**src/rtl/pc_sequencer.sv**
```systemverilog
`default_nettype none
// pc_sequencer: priority next-PC selection with fetch capture; define PC_SEQ_RAS_EN
// to compile in the circular return-address stack. Rev 1.0
module pc_sequencer #(
  parameter int ADDR_W = 28,
  parameter int STEP = 1,
  parameter logic [ADDR_W-1:0] RESET_VEC = '0,
  parameter int RAS_DEPTH = 4
) (
  input  logic              clk,
  input  logic              reset,
  input  logic              fetch,
  input  logic              incpc,
  input  logic              stall,
  input  logic              branch_en,
  input  logic [ADDR_W-1:0] branch_off,
  input  logic              jump_en,
  input  logic [ADDR_W-1:0] jump_addr,
  input  logic              call_en,
  input  logic              ret_en,
  output logic [ADDR_W-1:0] pcout,
  output logic [ADDR_W-1:0] fetch_addr,
  output logic              fetch_valid,
  output logic              ras_empty,
  output logic              ras_full,
  output logic              ras_err
);

  localparam logic [ADDR_W-1:0] STEP_V = ADDR_W'(STEP);

  logic [ADDR_W-1:0] pc_next;

`ifdef PC_SEQ_RAS_EN
  localparam int PTR_W = $clog2(RAS_DEPTH);
  localparam logic [PTR_W:0] DEPTH_V = (PTR_W+1)'(RAS_DEPTH);

  logic [ADDR_W-1:0] ras_mem [RAS_DEPTH];
  logic [PTR_W-1:0]  wr_ptr;
  logic [PTR_W-1:0]  top_ptr;
  logic [PTR_W:0]    count;
  logic [PTR_W:0]    count_next;
  logic              push;
  logic              pop;
  logic              err_set;

  assign top_ptr = wr_ptr - PTR_W'(1);
`else
  logic unused_ras;
  assign unused_ras = ret_en & (RAS_DEPTH > 0);
  assign ras_empty  = 1'b1;
  assign ras_full   = 1'b0;
  assign ras_err    = 1'b0;
`endif

  always_comb begin
    pc_next = pcout;
`ifdef PC_SEQ_RAS_EN
    push    = 1'b0;
    pop     = 1'b0;
    err_set = 1'b0;
`endif
    if (!stall) begin
      if (call_en) begin
        pc_next = jump_addr;
`ifdef PC_SEQ_RAS_EN
        push = 1'b1;
`endif
      end else if (jump_en) begin
        pc_next = jump_addr;
`ifdef PC_SEQ_RAS_EN
      end else if (ret_en) begin
        // An empty-stack return holds the PC and only raises the error flag.
        if (count != '0) begin
          pc_next = ras_mem[top_ptr];
          pop     = 1'b1;
        end else begin
          err_set = 1'b1;
        end
`endif
      end else if (branch_en) begin
        pc_next = pcout + branch_off;
      end else if (incpc) begin
        pc_next = pcout + STEP_V;
      end
    end
  end

  always_ff @(posedge clk or posedge reset) begin
    if (reset) begin
      pcout       <= RESET_VEC;
      fetch_addr  <= '0;
      fetch_valid <= 1'b0;
    end else begin
      pcout       <= pc_next;
      fetch_valid <= fetch;
      if (fetch) fetch_addr <= pcout;
    end
  end

`ifdef PC_SEQ_RAS_EN
  // A push into a full stack overwrites the oldest slot, so the count saturates.
  always_comb begin
    count_next = count;
    if (push && count != DEPTH_V) count_next = count + (PTR_W+1)'(1);
    else if (pop)                 count_next = count - (PTR_W+1)'(1);
  end

  always_ff @(posedge clk or posedge reset) begin
    if (reset) begin
      wr_ptr    <= '0;
      count     <= '0;
      ras_empty <= 1'b1;
      ras_full  <= 1'b0;
      ras_err   <= 1'b0;
    end else begin
      if (push)     wr_ptr <= wr_ptr + PTR_W'(1);
      else if (pop) wr_ptr <= top_ptr;
      count     <= count_next;
      ras_empty <= (count_next == '0);
      ras_full  <= (count_next == DEPTH_V);
      if (err_set || (push && count == DEPTH_V)) ras_err <= 1'b1;
    end
  end

  always_ff @(posedge clk) begin
    if (push) ras_mem[wr_ptr] <= pcout + STEP_V;
  end
`endif

endmodule
`default_nettype wire

```
**config.mk**
```make
export PLATFORM = sky130hd
export DESIGN_NAME = pc_sequencer
export DESIGN_NICKNAME = d
export VERILOG_FILES = /design/src/rtl/pc_sequencer.sv
export SDC_FILE = /design/constraint.sdc
export NUM_CORES = 1
export LEC_CHECK = 0
export CAP_MARGIN = 30
export CORE_ASPECT_RATIO = 1.5
export CORE_MARGIN = 3
export CORE_UTILIZATION = 50
export DETAILED_ROUTE_END_ITERATION = 10
export PLACE_DENSITY = 0.89
export SLEW_MARGIN = 15
export SYNTH_ARGS = -nofsm -noshare
export SYNTH_HDL_FRONTEND = slang
export SYNTH_SLANG_ARGS = --single-unit
```
**constraint.sdc**
```tcl
create_clock -name clk -period 6 [get_ports clk]
set_input_delay 1.2 -clock clk [delete_from_list [all_inputs] [get_ports clk]]
set_output_delay 1.2 -clock clk [all_outputs]
set_load 0.05 [all_outputs]
```
== Word level (Yosys, flattened, before mapping) ==
Index checks and enable logic that the tools add are counted.
Cells by class
  add/sub/neg operators: 2
  muxes and demuxes: 4
  bitwise operators: 1
  reductions and logical operators: 2
Operator list (number)
  28-bit two-way mux: 4
  28-bit by 1-bit adder with 28-bit output (second input constant): 1
  28-bit adder: 1
  4-bit nonzero test: 1
  2-bit AND reduction: 1
  1-bit NOT: 1
Word-level totals
  register bits: 57
  input bits: 65
  output and inout bits: 60
  word-level logic and storage cells: 12

== Longest topological paths before layout ==
Gate-level depths: netlist of the first run.
  word-level depth: 5
  gate-level depth with buffers: 12
  gate-level depth less buffers: 11

== Least setup slack after synthesis of the first run ==
Ideal clock, no wire load.
  path type: input-to-reg
  start point: input branch_en
  end point: register pcout[24]
  setup time: 0.082 ns
  data arrival time: 3.346 ns
  data required time: 5.918 ns
  slack: 2.572 ns
  stages on the path: 12
  buffers on the path: 3
  cells stage by stage: clkbuf_1 > clkbuf_1 > and2_1 > ha_1 > buf_2 > a21oi_1 > nand2_1 > o21ai_2 > a21oi_2 > a221o_1 > a32o_1 > a31oi_1
Between the ends
  cells in the longest elaborated chain, start to end: 3
  elaborated cells on any way between the ends: 5
  classes of those cells: 3 x mux; 2 x reduce/logical
Ends and longest elaborated chain
  start, declared: RTL line 15  | input logic branch_en,
  28-bit two-way mux: RTL line 80  | end else if (branch_en) begin
  28-bit two-way mux: RTL line 68  | end else if (jump_en) begin
  28-bit two-way mux: RTL line 63  | if (call_en) begin
  end signal, assigned: RTL line 94  | pcout <= pc_next;
  end, declared: RTL line 21  | output logic [ADDR_W-1:0] pcout,
Several ways; a longest one is shown, not always the timed one.
A chain may end at the register's enable or synchronous reset.

== Worst setup path in the final report of the first run ==
  start point: input branch_en
  end point: register pcout[22]
The elaborated chain is that of the path after synthesis.

==> impl_results.md, run 1 <==
* Htree depth at 3
* Final Core Density at 70.82%
* Overall Power at 1919 µW
* Row cnt at 40
* Max clock buf depth at 2
* WS Path Type: primary input to flip-flop
* Yosys top cell by area: dfrtp_1
* DP Cell Count at 671
* Grt ovf at 0
* Most common cell in the synthesized netlist: dfrtp_1
* Reg2Reg Depth at 10
* Post-Layout Cell Count at 687
* Buf/Inv on CP at 2
* Cell Area, Synth at 0.004180 mm²
* Post-cts sizing count at 0
* Nets at 670
* RSZ-0062 raised after global routing: no
* Die H at 118.0 µm
* Setup Buffers After CTS at 0
* Top post-synthesis cells by count: dfrtp_1 (57), nand2_1 (52), a21oi_1 (40), nor2_1 (37), mux2_2 (28)
* Worst Setup SP: branch_en
* Footprint of the multi-input gates at 0.002562 mm²
* Initial antenna violation count at 0
* Leading register cell type out of synthesis: dfrtp_1
* Reg area at 0.001426 mm²
* Top cells by area, synth: dfrtp_1 (34%), ha_1 (8.1%), mux2_2 (7.5%), a21oi_1 (4.8%), nand2_1 (4.7%)
* Cells along the critical path: clkdlybuf4s50_1 > nand2b_1 > ha_1 > inv_1 > fa_1 > nor2b_4 > o31a_4 > o311ai_0 > nand3_1 > a211oi_2 > xor2_1 > a21oi_1
* Reg2reg end: pcout[22]$_DFFE_PP0P_
* Ant diodes at 0
* Worst vdd ir at 0.0001975 V
* Critical path arrival at 4.40 ns
* Final cycle utilization of the critical path at 70.47%
* Slew headroom at 48.78%
* Gpl congestion at 0.9320
* Final Max Slew Viols at 0
* Max-cap violations at 0
* Area Overhead vs Synth at 36.52%
* TritonCTS clock tree: done
* Die ar. at 0.009516 mm²
* DIE WIDTH at 80.66 µm
* Synthesized area per cell at 8.894 µm²
* I/O pin total at 125
* Hold Vio Cnt, Final at 0
* Post-DR vias/cell at 5.916
* Leak pwr at 0.002464 µW
* DRC viols at 0
* Wire length per cell at 19.07 µm
* Register area share after synthesis at 34.12%
* Area of the core at 0.008058 mm²
* Clk sink count at 57
* Clock latency on the worst-skew pair at 0.33 ns
* Total stage count of the critical path at 12
* CP Capture Type: flip-flop
* GRT Resource Usage Total at 28.59%
* Hold_sp: fetch_addr[20]$_DFFE_PP0P_
* Hold buffers post-CTS at 0
* Vias at 4064
* CTS root buffer: clkbuf_16
* Min Hold Slack at 0.5044 ns
* Top-area cell type share of the netlist area at 34.12%
* Layout cells sized above 1 at 10.65%
* Port Buffers at 120
* Initial Util at 51.88%
* Worst Setup EP: pcout[22]$_DFFE_PP0P_
* Final Skew at 0.007428 ns
* CP max-delay cell: clkdlybuf4s50_1
* Pwr dens at 336.3 mW/mm²
* FILL cells at 631
* Synthesized instance count at 470
* Worst R2R Setup Slack at 3.33 ns
* Final setup fails at 0
* #FFs+latches synth at 57
* Async set or reset register ratio after synthesis at 100.0%
* Crit Path Max Fanout at 21
* Yosys Warn Count at 0
* Routed Antenna Nets at 0
* Worst r2r src: pcout[0]$_DFFE_PP0P_
* Worst-Margin Slew at 0.7659 ns
* Global-route wire length before repair at 20980 µm
* Synth cell types at 57
* First DRT Iteration DRCs at 170
* Worst-path clk slew at 0.05 ns
* CTS buffer count at 9
* CP startpoint kind: primary input
* Tmin final at 4.228 ns
* Router iterations before antenna repair at 5
* Fmax at 236.5 MHz
* HPWL Detailed at 9447 µm
* Routed WL at 13100 µm
* Hold/Removal Path Class: flip-flop to flip-flop
* Vias in the first global route at 4395
* Post-synth EDFFs at 0
* Kind of cell adding the most delay to the critical path: compound AO/OA/AOI/OAI gates
* Largest net degree at the start of global routing at 58
* WP data required at 6.17 ns
* Crit-path max cell delay at 0.96 ns
* Status: finished, final reports clean
* Final setup TNS at 0 ns
==> power breakdown <==
group | switching, µW | leakage [µW] | internal, µW | total (µW)
clock network | 179 | 0.000159 | 374 | 553
logic | 529 | 0.00163 | 318 | 847
registers | 65.3 | 0.000677 | 454 | 520
==> area by class of cell <==
class	count	area share, %
sequential	57	24.99
tap	105	2.302
clock inverter	5	1.381
timing repair buffer	126	21.84
clock buffer	11	4.253
multi-input combinational	378	44.90
inverter	5	0.3289
==> kinds of logic after synthesis <==
family          count (synthesis)  synth area share [%]
compound gates                122                 19.55
xor+xnor                       15                 3.143
fa+ha+maj                      28                 8.560
buf+inv                        36                 4.759
flops                          57                 34.12
mux                            35                 9.219
other cells                     2                0.1797
simple gates                  175                 20.47
==> layout by cell type, fill, tap and decap left out, types with 2 or more instances in the layout <==
cell             instances
conb_1                   3
clkinv_2                 2
xor2_1                  10
bufinv_16                2
o311ai_0                 2
nand2b_1                 2
o21ai_0                 17
o21a_1                   9
inv_1                    4
and3_1                   8
a221o_1                  2
o21ai_1                  2
o211ai_1                 6
ha_1                    27
clkdlybuf4s50_1        120
dfrtp_1                 57
o21bai_1                 2
a21oi_2                  3
mux2i_1                  7
o31ai_1                  2
a211oi_2                 2
a31oi_1                  7
a211oi_1                 5
a221oi_1                 2
and4_1                   3
nand2_1                 52
nor3_1                  10
buf_4                    6
clkbuf_16                9
and2_1                  26
mux2_2                  28
a21oi_1                 39
nand3_1                 21
nor2_1                  37
or3_1                    3
xnor2_1                  5
o221ai_1                 2
a21o_1                  11
nand4_1                  6
==> layer usage <==
metal	wire, µm	vias up	global-route usage (%)	share of wire [%]
li1	-	1900	-	-
met1	4620	1903	29.61	35
met2	6927	211	51.61	53
met3	904	50	5.513	6.9
met4	651	0	16.49	5.0
met5	0	-	0	0
==> stage by stage <==
step | instance area [µm²] | setup WS (ns)
floorplan | 4184 | 2.572
global placement | 5385 | 1.547
detailed placement | 5385 | 1.473
CTS | 5707 | 1.791
global route | 5707 | 1.508
finish | 5707 | 1.772
==> worst min path at each step <==
stage                                  to  slack, ns  cells past startpoint
2_1_floorplan        pcout[9]$_DFFE_PP0P_       0.78                      2
3_3_place_gp   fetch_addr[27]$_DFFE_PP0P_       0.49                      1
3_5_place_dp   fetch_addr[26]$_DFFE_PP0P_       0.49                      1
4_1_cts        fetch_addr[20]$_DFFE_PP0P_       0.51                      1
5_1_grt         fetch_addr[4]$_DFFE_PP0P_       0.51                      1
6_report       fetch_addr[20]$_DFFE_PP0P_       0.50                      1
==> sequential cells by signal, indices dropped and copies added, names as in the netlist <==
signal / count
fetch_valid: 1
fetch_addr: 28
pcout: 28
Note: power is estimated with default switching activity, not from simulation.
==> run 2: changes to the inputs <==
--- a/config.mk
+++ b/config.mk
@@ -8,9 +8,9 @@
 export CAP_MARGIN = 30
 export CORE_ASPECT_RATIO = 1.5
 export CORE_MARGIN = 3
-export CORE_UTILIZATION = 50
+export CORE_UTILIZATION = 48
 export DETAILED_ROUTE_END_ITERATION = 10
-export PLACE_DENSITY = 0.89
+export PLACE_DENSITY = 0.86
 export SLEW_MARGIN = 15
 export SYNTH_ARGS = -nofsm -noshare
 export SYNTH_HDL_FRONTEND = slang
==> constraint.sdc (replaced) <==
create_clock -name clk -period 3.9 [get_ports clk]
set_input_delay 0.78 -clock clk [delete_from_list [all_inputs] [get_ports clk]]
set_output_delay 0.78 -clock clk [all_outputs]
set_load 0.05 [all_outputs]
==> impl_results.md, run 2 (synthesized netlist as in run 1, its figures left out) <==
* Combinational power share at 43.3% (was 44.1%)
* DRC viols at 0 (unchanged)
* Nets at 676 (was 670)
* Final cycle utilization of the critical path at 91.08%
* Port Buffers at 120 (unchanged)
* Final Skew at 0.006246 ns (was 0.007428 ns)
* Max-cap violations at 0 (unchanged)
* Hold Crit Depth at 1 (unchanged)
* Worst-Margin Slew at 0.6940 ns (was 0.7659 ns)
* Htree depth at 3 (unchanged)
* Initial antenna violation count at 0 (unchanged)
* HPWL Detailed at 9152 µm (was 9447 µm)
* Clock network power share at 30.6% (was 28.8%)
* Fmax at 281.5 MHz
* TritonCTS clock tree: done (unchanged)
* Die ar. at 0.009888 mm² (was 0.009516 mm²)
* Setup Buffers After CTS at 0 (unchanged)
* Worst Setup SP: branch_en (unchanged)
* Row cnt at 41 (was 40)
* Leak pwr at 0.002499 µW (was 0.002464 µW)
* FILL cells at 694 (was 631)
* Largest net degree at the start of global routing at 36 (was 58)
* Net Sw Frac at 39.07% (was 40.28%)
* Worst-path clk slew at 0.05 ns (about the same)
* Biggest regs: fetch_addr (28), pcout (28), fetch_valid (1) (unchanged)
* Worst hold endpoint: fetch_addr[1]$_DFFE_PP0P_ (was fetch_addr[20]$_DFFE_PP0P_)
* Post-cts sizing count at 0 (unchanged)
* Wire length per cell at 18.20 µm (was 19.07 µm)
* Final setup TNS at 0 ns (unchanged)
* Clock latency on the worst-skew pair at 0.34 ns (was 0.33 ns)
* Final Core Density at 68.26% (was 70.82%)
* Hold Vio Cnt, Final at 0 (unchanged)
* Hold buffers post-CTS at 0 (unchanged)
* Area of the core at 0.008464 mm² (was 0.008058 mm²)
* Area Overhead vs Synth at 38.22% (was 36.52%)
* Initial Util at 49.39% (was 51.88%)
* Flop pwr share at 26.1% (was 27.1%)
* GRT Resource Usage Total at 26.46% (was 28.59%)
* CTS buffer count at 9 (unchanged)
* Post-DR vias/cell at 5.866 (was 5.916)
* DIE WIDTH at 82.20 µm (was 80.66 µm)
* Layout cells sized above 1 at 11.56% (was 10.65%)
* P_int at 1837 µW (was 1146 µW)
* Routed WL at 12650 µm (was 13100 µm)
* Tmin final at 3.552 ns
* CTS root buffer: clkbuf_16 (unchanged)
* Gpl congestion at 0.8858 (was 0.9320)
* Max clock buf depth at 2 (unchanged)
* Final setup fails at 0 (unchanged)
* Router iterations before antenna repair at 5 (unchanged)
* Vias in the first global route at 4315 (was 4395)
* Hold/Removal Path Class: flip-flop to flip-flop (unchanged)
* CP Capture Type: flip-flop (unchanged)
* Worst vdd ir at 0.0002894 V (was 0.0001975 V)
* CP startpoint kind: primary input (unchanged)
* I/O pin total at 125 (unchanged)
* Global-route wire length before repair at 20240 µm (was 20980 µm)
* Final Max Slew Viols at 0 (unchanged)
* WP data required at 4.08 ns (was 6.17 ns)
* Clk sink count at 57 (unchanged)
* Most frequent cells in the layout: clkdlybuf4s50_1 (120), dfrtp_1 (57), nand2_1 (52) (unchanged)
* Most common cell after layout, fill and taps aside: clkdlybuf4s50_1 (unchanged)
* Grt ovf at 0 (unchanged)
* Worst R2R Setup Slack at 1.22 ns (was 3.33 ns)
* Status: finished, final reports clean (unchanged)
* Critical path arrival at 3.73 ns (was 4.40 ns)
* Die H at 120.3 µm (was 118.0 µm)
* Worst r2r src: pcout[0]$_DFFE_PP0P_ (unchanged)
* WS Path Type: primary input to flip-flop (unchanged)
* Ant diodes at 0 (unchanged)
* First DRT Iteration DRCs at 268 (was 170)
* Reg2Reg Depth at 10 (unchanged)
* Routed Antenna Nets at 0 (unchanged)
* Reg2reg end: pcout[22]$_DFFE_PP0P_ (unchanged)
* RSZ-0062 raised after global routing: no (unchanged)
* Slew headroom at 53.56% (was 48.78%)
* NetSw at 1178 µW (was 773.1 µW)
* Crit Path Max Fanout at 6 (was 21)
* Pwr dens at 521.8 mW/mm² (was 336.3 mW/mm²)
* Vias at 4077 (was 4064)
* Hold_sp: fetch_addr[1]$_DFFE_PP0P_ (was fetch_addr[20]$_DFFE_PP0P_)
run 2: cell types whose count changed in the layout (fill, tap and decap cells not counted):
cell / change
buf_4: +6
bufinv_16: +1
clkinv_2: -1
clkinv_4: -1
clkinvlp_4: +1
run 2: cell type report:
cell class | count | area, µm² | share of cell area [%]
multi-input cells | 378 | 2562 | 44.35
flip-flops and latches | 57 | 1426 | 24.69
repair buffers | 132 | 1291 | 22.35
clock buffers | 11 | 242.7 | 4.201
well taps | 107 | 133.9 | 2.317
clock inverters | 5 | 102.6 | 1.776
inverters | 5 | 18.77 | 0.3248
run 2: per-layer routing:
layer / up-vias / GRT usage, % / share of wire (%)
met3: 21 / 5.812 / 6.3
met2: 171 / 47.74 / 55
li1: 1911 / - / -
met1: 1974 / 28.40 / 36
met5: - / 0 / 0
met4: 0 / 11.64 / 2.2
run 2: worst max-delay path, stage by stage:
cell and delay [ns]:
clkdlybuf4s50_1 0.70, nand2b_1 0.13, ha_1 0.22, inv_1 0.07
fa_1 0.23, nor2b_4 0.06, o31a_4 0.31, o311ai_0 0.41
nand3_1 0.28, a211oi_2 0.28, xor2_1 0.17, a21oi_1 0.08
run 2: through the flow:
step	setup WS (ns)	hold WS [ns]	instances	total power [µW]	cell area [µm²]
final	0.3478	0.5031	695	3015	5778
after global routing	0.2039	0.5127	695	3148	5778
after CTS	0.4464	0.5067	695	3019	5778
after detailed placement	0.07127	0.4950	679	2087	5433
after global placement	0.1875	0.4887	679	2059	5433
after floorplan	0.8924	0.7791	471	1680	4184
run 2: worst max-delay path by stage:
| stage | end | slack (ns) | cells past startpoint |
|---|---|---|---|
| detailed placement | pcout[17]$_DFFE_PP0P_ | 0.07 | 11 |
| floorplan | pcout[24]$_DFFE_PP0P_ | 0.89 | 12 |
| global placement | pcout[22]$_DFFE_PP0P_ | 0.19 | 12 |
| global route | pcout[24]$_DFFE_PP0P_ | 0.20 | 11 |
| CTS | pcout[21]$_DFFE_PP0P_ | 0.45 | 11 |
| finish | pcout[22]$_DFFE_PP0P_ | 0.35 | 12 |
run 2: power groups by stage:
stage | Clock (µW) | Combinational [µW] | Sequential [µW]
floorplan | 0 | 522 | 1160
global placement | 0 | 1270 | 787
detailed placement | 0 | 1290 | 795
CTS | 931 | 1300 | 786
global route | 956 | 1390 | 801
finish | 923 | 1310 | 786
==> run 3: changes to the inputs <==
--- a/config.mk
+++ b/config.mk
@@ -8,9 +8,9 @@
 export CAP_MARGIN = 30
 export CORE_ASPECT_RATIO = 1.5
 export CORE_MARGIN = 3
-export CORE_UTILIZATION = 48
+export CORE_UTILIZATION = 41
 export DETAILED_ROUTE_END_ITERATION = 10
-export PLACE_DENSITY = 0.86
+export PLACE_DENSITY = 0.76
 export SLEW_MARGIN = 15
 export SYNTH_ARGS = -nofsm -noshare
 export SYNTH_HDL_FRONTEND = slang
==> constraint.sdc (replaced) <==
create_clock -name clk -period 4.35 [get_ports clk]
set_input_delay 0.87 -clock clk [delete_from_list [all_inputs] [get_ports clk]]
set_output_delay 0.87 -clock clk [all_outputs]
set_load 0.05 [all_outputs]
==> impl_results.md, run 3 (synthesized netlist as in run 1, its figures left out) <==
* Global-route wire length before repair at 19510 µm (was 20240 µm)
* Reg area at 0.001426 mm² (unchanged)
* WS Path Type: primary input to flip-flop (unchanged)
* Slew headroom at 49.83% (was 53.56%)
* Die ar. at 0.01147 mm² (was 0.009888 mm²)
* Footprint of the multi-input gates at 0.002562 mm² (unchanged)
* HPWL Detailed at 9093 µm (was 9152 µm)
* Vias in the first global route at 4028 (was 4315)
* Reg2Reg Depth at 10 (unchanged)
* Net Sw Frac at 39.98% (was 39.07%)
* Clock network power share at 28.7% (was 30.6%)
* Critical path arrival at 3.86 ns (was 3.73 ns)
* Area Overhead vs Synth at 37.02% (was 38.22%)
* Initial antenna violation count at 0 (unchanged)
* Worst-Margin Slew at 0.7525 ns (was 0.6940 ns)
* Htree depth at 3 (unchanged)
* Post-DR vias/cell at 5.686 (was 5.866)
* Row cnt at 44 (was 41)
* Tmin final at 3.674 ns
* First DRT Iteration DRCs at 265 (was 268)
* TritonCTS clock tree: done (unchanged)
* Initial Util at 42.66% (was 49.39%)
* Hold/Removal Path Class: flip-flop to flip-flop (unchanged)
* Worst Setup EP: pcout[22]$_DFFE_PP0P_ (unchanged)
* Leak pwr at 0.002472 µW (was 0.002499 µW)
* Final Max Slew Viols at 0 (unchanged)
* Worst-path clk slew at 0.05 ns (about the same)
* Largest net degree at the start of global routing at 37 (was 36)
* Worst R2R Setup Slack at 1.69 ns (was 1.22 ns)
* CP Capture Type: flip-flop (unchanged)
* P_int at 1569 µW (was 1837 µW)
* Worst Setup SP: branch_en (unchanged)
* Wire length per cell at 17.53 µm (was 18.20 µm)
* Hold Vio Cnt, Final at 0 (unchanged)
* Layout cells sized above 1 at 10.98% (was 11.56%)
* CTS buffer count at 9 (unchanged)
* Router iterations before antenna repair at 4 (was 5)
* Biggest regs: fetch_addr (28), pcout (28), fetch_valid (1) (unchanged)
* Combinational power share at 44.3% (was 43.3%)
* Clk sink count at 57 (unchanged)
* Final setup fails at 0 (unchanged)
* Most frequent cells in the layout: clkdlybuf4s50_1 (120), dfrtp_1 (57), nand2_1 (52) (unchanged)
* Routed Antenna Nets at 0 (unchanged)
* Clock latency on the worst-skew pair at 0.33 ns (was 0.34 ns)
* Max-cap violations at 0 (unchanged)
* Hold buffers post-CTS at 0 (unchanged)
* NetSw at 1045 µW (was 1178 µW)
* Ant diodes at 0 (unchanged)
* DIE WIDTH at 88.45 µm (was 82.20 µm)
* Setup Buffers After CTS at 0 (unchanged)
* Die H at 129.7 µm (was 120.3 µm)
* Worst vdd ir at 0.0002289 V (was 0.0002894 V)
* I/O pin total at 125 (unchanged)
* CTS root buffer: clkbuf_16 (unchanged)
* Max clock buf depth at 2 (unchanged)
* Vias at 3969 (was 4077)
* Min Hold Slack at 0.5015 ns (was 0.5031 ns)
* Gpl congestion at 0.8843 (was 0.8858)
* DP Area at 0.005413 mm² (was 0.005433 mm²)
* Routed WL at 12240 µm (was 12650 µm)
* Most common cell after layout, fill and taps aside: clkdlybuf4s50_1 (unchanged)
* Fmax at 272.2 MHz
* RSZ-0062 raised after global routing: no (unchanged)
* DRC viols at 0 (unchanged)
* Pwr dens at 456.3 mW/mm² (was 521.8 mW/mm²)
* Final Skew at 0.004517 ns (was 0.006246 ns)
* Port Buffers at 120 (unchanged)
* Nets at 672 (was 676)
* Final setup TNS at 0 ns (unchanged)
* Post-layout instance area at 0.005728 mm² (was 0.005778 mm²)
* WP data required at 4.53 ns (was 4.08 ns)
* Grt ovf at 0 (unchanged)
* Final cycle utilization of the critical path at 84.45%
* Area of the core at 0.009799 mm² (was 0.008464 mm²)
* Reg2reg end: pcout[22]$_DFFE_PP0P_ (unchanged)
* Crit Path Max Fanout at 14 (was 6)
* CP startpoint kind: primary input (unchanged)
* Status: finished, final reports clean (unchanged)
* FILL cells at 892 (was 694)
* Worst r2r src: pcout[0]$_DFFE_PP0P_ (unchanged)
* Flop pwr share at 27.0% (was 26.1%)
* Post-cts sizing count at 0 (unchanged)
* GRT Resource Usage Total at 22.01% (was 26.46%)
-- run 3: worst min path at each step --
| stage | startpoint | to | slack (ns) | depth (start not counted) |
|---|---|---|---|---|
| finish | fetch_addr[25]$_DFFE_PP0P_ | fetch_addr[25]$_DFFE_PP0P_ | 0.50 | 1 |
| detailed placement | fetch_addr[25]$_DFFE_PP0P_ | fetch_addr[25]$_DFFE_PP0P_ | 0.49 | 1 |
| floorplan | pcout[9]$_DFFE_PP0P_ | pcout[9]$_DFFE_PP0P_ | 0.78 | 2 |
| global placement | fetch_addr[6]$_DFFE_PP0P_ | fetch_addr[6]$_DFFE_PP0P_ | 0.49 | 1 |
| global route | fetch_addr[8]$_DFFE_PP0P_ | fetch_addr[8]$_DFFE_PP0P_ | 0.51 | 1 |
| CTS | fetch_addr[25]$_DFFE_PP0P_ | fetch_addr[25]$_DFFE_PP0P_ | 0.51 | 1 |
-- run 3: through the flow --
stage,instances,setup slack [ns],total power (µW),utilization (%)
floorplan,471,1.252,1506,-
global placement,683,0.3868,1848,55.23
detailed placement,683,0.3789,1870,55.23
CTS,698,0.7006,2635,58.45
global route,698,0.4035,2744,58.45
finish,698,0.6763,2614,58.45
-- run 3: power by group through the flow --
stage | clock network (µW) | registers, µW | logic, µW
after global placement | 0 | 708 | 1140
after CTS | 767 | 706 | 1160
final | 751 | 705 | 1160
after floorplan | 0 | 1040 | 468
after global routing | 791 | 718 | 1240
after detailed placement | 0 | 714 | 1160
-- run 3: routing by layer --
metal  track usage [%]  routed length [µm]  vias to the layer above
met3             4.453                 594                       22
met2             39.89                6605                      130
met1             24.58                4769                     1909
li1                  -                   -                     1908
met4             9.075                 270                        0
met5                 0                   0                        -
-- run 3: worst max-delay path, cell delays in order --
cell and delay, ns:
clkdlybuf4s50_1 0.64, buf_4 0.30, and2_1 0.15, ha_1 0.37, a21o_1 0.26, o21bai_1 0.17
a221oi_1 0.25, nand3_1 0.26, a211oi_2 0.26, xor2_1 0.22, a21oi_1 0.09
-- run 3: area by class of cell --
type                       count  area share, %
multi-input combinational    378          44.74
sequential                    57          24.90
timing repair buffer         128          22.02
clock buffer                  13          4.893
tap                          115          2.512
clock inverter                 2         0.6116
inverter                       5         0.3277
